## src/rtl/fp32_mul_chn_feeder.sv

```systemverilog
// Operand feeder for an fp32 multiplier with split A/B load channels and an
// in-order result FIFO; admission is credit-limited so products always fit.
module fp32_mul_chn_feeder #(
  parameter int DEPTH = 4
) (
  input  logic        nvdla_core_clk,
  input  logic        nvdla_core_rst,
  input  logic        req_pvld,
  output logic        req_prdy,
  input  logic [31:0] req_a,
  input  logic [31:0] req_b,
  output logic [31:0] chn_a_rsc_z,
  output logic        chn_a_rsc_vz,
  input  logic        chn_a_rsc_lz,
  output logic [31:0] chn_b_rsc_z,
  output logic        chn_b_rsc_vz,
  input  logic        chn_b_rsc_lz,
  input  logic [31:0] chn_o_rsc_z,
  input  logic        chn_o_rsc_lz,
  output logic        chn_o_rsc_vz,
  output logic        rsp_pvld,
  input  logic        rsp_prdy,
  output logic [31:0] rsp_data,
  output logic [4:0]  inflight,
  output logic        err_unexp
);

  localparam int AW = (DEPTH > 1) ? $clog2(DEPTH) : 1;
  localparam logic [4:0] DEPTH_C = 5'(DEPTH);

  logic          a_pend_q, a_pend_d, b_pend_q, b_pend_d;
  logic [31:0]   a_z_q, a_z_d, b_z_q, b_z_d;
  logic [4:0]    inflight_q, inflight_d, count_q, count_d;
  logic [AW-1:0] wr_ptr_q, wr_ptr_d, rd_ptr_q, rd_ptr_d;
  logic          err_q, err_d;
  logic [31:0]   mem_q [DEPTH];

  logic        accept_s, a_xfer_s, b_xfer_s, o_xfer_s, pop_s;
  logic [5:0]  occ_s;

  // Credits cover both outstanding operations and queued results, so a
  // returning product always finds FIFO space.
  assign occ_s        = {1'b0, inflight_q} + {1'b0, count_q};
  assign req_prdy     = !nvdla_core_rst && !a_pend_q && !b_pend_q && (occ_s < {1'b0, DEPTH_C});
  assign chn_o_rsc_vz = !nvdla_core_rst && (count_q < DEPTH_C);
  assign rsp_pvld     = !nvdla_core_rst && (count_q != 5'd0);
  assign rsp_data     = rsp_pvld ? mem_q[rd_ptr_q] : 32'd0;
  assign chn_a_rsc_z  = a_z_q;
  assign chn_b_rsc_z  = b_z_q;
  assign chn_a_rsc_vz = a_pend_q;
  assign chn_b_rsc_vz = b_pend_q;
  assign inflight     = inflight_q;
  assign err_unexp    = err_q;

  assign accept_s = req_pvld && req_prdy;
  assign a_xfer_s = chn_a_rsc_vz && chn_a_rsc_lz;
  assign b_xfer_s = chn_b_rsc_vz && chn_b_rsc_lz;
  assign o_xfer_s = chn_o_rsc_lz && chn_o_rsc_vz;
  assign pop_s    = rsp_pvld && rsp_prdy;

  always_comb begin
    a_pend_d   = a_pend_q;
    b_pend_d   = b_pend_q;
    a_z_d      = a_z_q;
    b_z_d      = b_z_q;
    inflight_d = inflight_q;
    count_d    = count_q;
    wr_ptr_d   = wr_ptr_q;
    rd_ptr_d   = rd_ptr_q;
    err_d      = err_q;

    if (accept_s) begin
      a_pend_d = 1'b1;
      b_pend_d = 1'b1;
      a_z_d    = req_a;
      b_z_d    = req_b;
    end else begin
      if (a_xfer_s) a_pend_d = 1'b0;
      else          a_pend_d = a_pend_q;
      if (b_xfer_s) b_pend_d = 1'b0;
      else          b_pend_d = b_pend_q;
    end

    // A product with nothing outstanding is flagged and still queued, but
    // must not underflow the in-flight count.
    case ({accept_s, o_xfer_s})
      2'b10:   inflight_d = inflight_q + 5'd1;
      2'b01: begin
        if (inflight_q != 5'd0) inflight_d = inflight_q - 5'd1;
        else                    inflight_d = inflight_q;
      end
      default: inflight_d = inflight_q;
    endcase
    if (o_xfer_s && (inflight_q == 5'd0)) err_d = 1'b1;
    else                                  err_d = err_q;

    case ({o_xfer_s, pop_s})
      2'b10:   count_d = count_q + 5'd1;
      2'b01:   count_d = count_q - 5'd1;
      default: count_d = count_q;
    endcase
    if (o_xfer_s) wr_ptr_d = wr_ptr_q + AW'(1);
    else          wr_ptr_d = wr_ptr_q;
    if (pop_s)    rd_ptr_d = rd_ptr_q + AW'(1);
    else          rd_ptr_d = rd_ptr_q;
  end

  always_ff @(posedge nvdla_core_clk) begin
    if (nvdla_core_rst) begin
      a_pend_q   <= 1'b0;
      b_pend_q   <= 1'b0;
      a_z_q      <= 32'd0;
      b_z_q      <= 32'd0;
      inflight_q <= 5'd0;
      count_q    <= 5'd0;
      wr_ptr_q   <= '0;
      rd_ptr_q   <= '0;
      err_q      <= 1'b0;
    end else begin
      a_pend_q   <= a_pend_d;
      b_pend_q   <= b_pend_d;
      a_z_q      <= a_z_d;
      b_z_q      <= b_z_d;
      inflight_q <= inflight_d;
      count_q    <= count_d;
      wr_ptr_q   <= wr_ptr_d;
      rd_ptr_q   <= rd_ptr_d;
      err_q      <= err_d;
    end
  end

  // Storage needs no reset: entries are only read once counted as valid.
  always_ff @(posedge nvdla_core_clk) begin
    if (o_xfer_s) mem_q[wr_ptr_q] <= chn_o_rsc_z;
  end

endmodule

```

## config.mk

```make
export PLATFORM = sky130hd
export DESIGN_NAME = fp32_mul_chn_feeder
export DESIGN_NICKNAME = d
export VERILOG_FILES = /design/src/rtl/fp32_mul_chn_feeder.sv
export SDC_FILE = /design/constraint.sdc
export NUM_CORES = 1
export LEC_CHECK = 0
export BUFFER_PORTS_ARGS = -buffer_cell sky130_fd_sc_hd__clkbuf_2
export CORE_MARGIN = 2
export CORE_UTILIZATION = 30
export DETAILED_ROUTE_END_ITERATION = 10
export PLACE_DENSITY_LB_ADDON = 0.25
export SLEW_MARGIN = 30
export SYNTH_ARGS = -nofsm -noshare
export SYNTH_HDL_FRONTEND = slang
export SYNTH_SLANG_ARGS = --single-unit
```

## constraint.sdc

```tcl
create_clock -name nvdla_core_clk -period 3.86 [get_ports nvdla_core_clk]
set_input_delay 0.193 -clock nvdla_core_clk [delete_from_list [all_inputs] [get_ports nvdla_core_clk]]
set_output_delay 0.193 -clock nvdla_core_clk [all_outputs]
set_load 0.02 [all_outputs]
```

* Word-level counts from Yosys, hierarchy flattened
Memory sizes are Yosys's and may differ from the RTL's. A register that Yosys moved wholly into a read port is not among the register bits. Index checks and enable logic that the tools add are counted.
Word-level totals: bits in registers 81, bits in writable memories 128, input port bits 103, memories 1
Cells by class: add/subtract/negate cells 7, order comparisons 2, equal/unequal tests 5, multiplexer cells 12, reduce and logical (&&, ||, !) cells 22
Memory list:
- mem_q | depth 4, width 32, read ports 1, clocked after memory_dff 1, write ports 1, line 36 | logic [31:0] mem_q [DEPTH];
Operators with widths (count):
- $mux 32 | 1
- $pmux 5 s2 | 2
- $logic_and 1x1->1 | 11
- $add 5x1->5 const B | 2
- $reduce_bool 5->1 | 2
- $sub 5x1->5 const B | 2
- $reduce_bool 2->1 | 4
- $add 5x5->6 | 1
- $lt 6x3->1 const B | 1
- $mux 1 | 6
- $logic_not 5->1 | 1
- $lt 5x3->1 const B | 1
- $mux 5 | 1
- $add 2x1->2 const B | 2
- $eq 2x1->1 const B | 2
- $eq 2x2->1 const B | 2
- $mux 2 | 2
- $logic_not 1->1 | 3
- $ne 2x2->1 const B | 1
- $reduce_and 2->1 | 1

* Longest topological paths before layout
depth in word-level cells 8, depth in mapped cells 13, depth with buffers taken out 12

* Least setup slack after synthesis
OpenSTA, ideal clock, no wires.
path kind flip-flop to flip-flop, start point register inflight_q[3] (netlist: inflight[3]), end point register inflight_q[4] (netlist: inflight[4]), library setup time 79 ps, data arrival time 3585 ps, required time 3781 ps, slack 197 ps, cell stages (with the launch flop) 14, buffers on the path 1, clock period less this slack 3663 ps, cell sequence dfxtp_1 -> ha_1 -> or4_4 -> nor4b_4 -> nand2_1 -> clkbuf_1 -> nand2_1 -> inv_1 -> ha_1 -> nor2b_1 -> o21a_1 -> or4_1 -> and3b_1 -> nor3_1
On the way: word-level cells in the longest chain between the ends 7, elaborated cells on any way between the ends 14, classes of those cells add/sub: 3; order compare: 1; eq/ne: 3; mux: 2; reduce/logical: 5
Ends and longest elaborated chain:
- start, declared | line 33 | logic [4:0] inflight_q, inflight_d, count_q, count_d;
- start signal, assigned | line 124 | inflight_q <= inflight_d;
- $add 5x5->6 * | line 43 | assign occ_s = {1'b0, inflight_q} + {1'b0, count_q};
- $lt 6x3->1 * | line 44 | assign req_prdy = !nvdla_core_rst && !a_pend_q && !b_pend_q && (occ_s < {1'b0, DEPTH_C});
- $logic_and 1x1->1 * | line 44
- via req_prdy | line 9 | output logic req_prdy,
- $logic_and 1x1->1 * | line 55 | assign accept_s = req_pvld && req_prdy;
- $eq 2x1->1 or $eq 2x2->1 (tied branches) | line 86 | case ({accept_s, o_xfer_s})
- $ne 2x2->1 (no source line) or $reduce_bool 2->1 (tied branches)
- $reduce_and 2->1 (no source line)
Mark *: on every way through the listed nets, which the timed path passes. The rest lies on a longest branch. The select of a mux whose other input is x is not followed. A chain may end at the register's enable or synchronous reset.

* Worst setup path in the final report
start point register count_q[3], end point register inflight_q[4] (netlist: inflight[4])
On the way: word-level cells in the longest chain between the ends 7, elaborated cells on any way between the ends 13, classes of those cells add/sub: 1; order compare: 2; eq/ne: 3; mux: 1; reduce/logical: 6
Ends and longest elaborated chain:
- start, declared | line 33
- start signal, assigned | line 125 | count_q <= count_d;
- $add 5x5->6 | line 43
- $lt 6x3->1 | line 44
- $logic_and 1x1->1 | line 44
- $logic_and 1x1->1 | line 55
- $eq 2x1->1 or $eq 2x2->1 (tied branches) | line 86
- $ne 2x2->1 (no source line) or $reduce_bool 2->1 (tied branches)
- $reduce_and 2->1 (no source line)
Several ways; a longest one is shown, not always the timed one.

==> run metrics <==
Comb pwr share=18.5%; CP startpoint kind=flop; number of remaining DRC errors=0; Clock Tree Buf Depth=3; post-synthesis async set-or-reset flop share=0%; Area growth, synth to finish=36.9%; # IOs=210; CP Data Required Time=4.30 ns; adder-cell share of the synthesized area=2.62%; Synth Area in Compound Gates=7.74%; Nets=1,042; gpl congestion=0.737; FF-to-FF Start=count_q[3]; post-synthesis mux area share=8.66%; Post-Layout Inst Area=11,900 um^2; Slew Limit Fails=0; DIE AREA=30,300 um^2; final core utilization=41.5%; top-area cell type share of the netlist area=44.3%; hold slack final=0.143 ns; sw power=0.00164 W; Max Fclk=298 MHz; P_leak=4.50 nW; Fin. Hold Viols=0; clock root cell=clkbuf_16; RSZ-0062 raised after global routing=no; Detailed Place HPWL=12.4 mm; Pint=0.00431 W; vias per cell=4.38; Mapped Area=8680 um^2; Net Count, Synth=731; simple-gate share of the synthesized area=13.2%; CP Capture Point=inflight[4]; CP Launch Point=count_q[3]; post-synth top area cell=edfxtp_1; Starting Density=30.3%; DIE HEIGHT=174 um; Clock power frac=37.6%; share of cells above drive strength 1=45.0%; largest net degree at the start of global routing=67; Overflow after GRT=0; Total Routing Usage GR=13.4%; initial antenna violation count=1; reg2reg path depth=12; routed wire length=20.4 mm; IO Port Bufs=209; worst slew pin tran=0.830 ns; synth unique cells=40; top cells by area, synth=edfxtp_1 44%, dfxtp_1 19%, mux4_2 8.3%, a21oi_2 6.1%, nand2_2 4.3%; largest family of logic cells by synthesized area=simple AND/OR/NAND/NOR gates; CTS tree=done; Placed Area=10,100 um^2; reg2reg end=inflight[4]; Max Cap Violations=0; Crit-path slowest cell=or4_4; Layout Skew=0.0145 ns; min cycle time layout=3.35 ns; DR vias=5,810; H-tree depth=1; reg2reg setup slack=0.51 ns; pwr/cell area=501 nW/um^2; XOR/XNOR Fraction of Synth Area=0.908%; Final ANT Viol Nets=0; Detailed Routing Iterations Pass 1=4; Crit path largest cell delay=0.52 ns; Max rail drop VDD=0.000275 V; row cnt=62; synthesized netlist cell count=611; Power, Total=0.00595 W; first-pass GRT wire length=32.8 mm; WP data arrival=3.79 ns; main flop type after synthesis=edfxtp_1; initial drt markers=201; most used cell, CP=ha_1; status=completed; TritonCTS Buffers=25; area of the core=28,600 um^2; Cell Chain, Critical Path=ha_1, or4_4, nor4b_4, nand2_2, nand2_1, inv_1, ha_1, nor2b_1, o21a_1, or4_1, and3b_1, nor3_1; WL per Instance=15.4 um; clock latency on the worst-skew pair=0.52 ns; number of synthesized flops with an enable pin=128; Seq pwr share=44.0%; CP Max Fanout=5; Switching Share=27.5%; die width=174 um; Clock transition at path regs=0.06 ns; Min-Delay Path Class=in -> reg; Yosys reg bits=211; crit path kind=reg -> reg; Slew HR=44.7%; Yosys warnings=0; vias in the first global route=6,258; Sink Count=211; final setup violation count=0; fin crit share=86.9%; Worst setup EP type=flop; sequential area share after synthesis=63.4%; synthesized area per cell=14.2 um^2; setup TNS=0 ns
[how the worst min path moves through the flow]
stage,cells past startpoint,endpoint,start
5_1_grt,4,flop,rsp_prdy
3_5_place_dp,1,mem_q[2][24],chn_o_rsc_z[24]
2_1_floorplan,0,mem_q[0][0],chn_o_rsc_z[0]
3_3_place_gp,1,mem_q[3][24],chn_o_rsc_z[24]
4_1_cts,4,flop,rsp_prdy
6_report,4,flop,rsp_prdy
[area by class of cell]
type	count	area (um^2)
timing repair buffer	319	2170
multi-input combinational	354	2900
inverter	11	41.3
tap	384	480
fill	2647	16700
clock inverter	15	134
clock buffer	30	644
antenna	1	2.50
sequential	211	5510
[flip-flops by register name, indices dropped and copies added, names as in the netlist, named ones only]
name          cells
wr_ptr_q          2
err_unexp         1
rd_ptr_q          2
chn_b_rsc_z      32
mem_q           128
chn_a_rsc_vz      1
chn_b_rsc_vz      1
chn_a_rsc_z      32
inflight          5
count_q           5
[synthesized netlist by cell type, types with 2 or more instances]
library cell,n
or4_1,3
mux4_2,32
nor2_1,17
dfxtp_1,83
nor4_4,2
o211ai_1,2
mux2i_1,2
xor2_1,2
nor3_1,3
buf_12,7
and2_1,34
buf_2,7
buf_1,2
a22oi_1,3
nand2b_1,2
nand3_1,2
edfxtp_1,128
or3b_2,2
and3_1,5
nand2_2,60
fa_1,2
ha_1,15
a21o_1,2
nand2_1,71
nor2b_1,4
inv_1,11
a21oi_1,12
a21oi_2,60
xnor2_1,7
clkbuf_1,19
[worst max-delay path, delay by kind of cell (launching register included)]
| kind | cells | cell delay (ns) |
|---|---|---|
| AOI/OAI and AO/OA | 1 | 0.17 |
| adders and majority gates | 2 | 0.61 |
| buffers and inverters | 1 | 0.08 |
| DFF | 1 | 0.47 |
| and+or+nand+nor | 8 | 1.95 |
[logic make-up after synthesis]
family,count (synthesis)
flip-flops,211
multiplexers,35
adder cells (fa/ha/maj),17
AO/OA/AOI/OAI,84
AND/OR/NAND/NOR,209
XOR/XNOR,9
buffers and inverters,46
[placed cells by master (no fill, tap or decap), drive strengths merged, types with 3 or more instances in the layout]
cell type / count
nor2: 17
and2: 35
clkbuf: 238
inv: 12
a21oi: 72
nand2: 131
nor2b: 4
buf: 12
nor3: 3
mux4: 32
ha: 15
dlygate4sd3: 99
clkinv: 11
dfxtp: 83
or4: 4
edfxtp: 128
and3: 5
a22oi: 3
xnor2: 7
[power by group through the flow]
stage	combinational, W	sequential (W)	clock (W)
2_1_floorplan	0.000652	0.00273	0
3_3_place_gp	0.00103	0.00267	0
3_5_place_dp	0.00103	0.00267	0
4_1_cts	0.00112	0.00262	0.00231
5_1_grt	0.00120	0.00264	0.00240
6_report	0.00110	0.00262	0.00224
[per-layer routing]
metal | vias up | global-route usage [%] | wire (um)
met5 | - | 0 | 0
met4 | 0 | 3.85 | 415
met3 | 28 | 3.94 | 1550
met2 | 204 | 22.6 | 9580
met1 | 2775 | 16.6 | 8900
li1 | 2803 | - | -
[stage by stage]
step | setup WS [ns] | instances
global route | 0.270 | 1325
detailed placement | 0.512 | 1178
floorplan | 0.197 | 611
global placement | 0.553 | 1178
CTS | 0.489 | 1322
finish | 0.506 | 1325
[what timing repair did]
| action | CTS | global route |
|---|---|---|
| hold endpoints to repair | 200 | 0 |
| resized for setup | 0 | 0 |
| hold buffers | 99 | 0 |
| setup buffers | 0 | 0 |
| endpoints found under the setup margin | 0 | 0 |
Note: power is estimated with default switching activity, not from simulation.
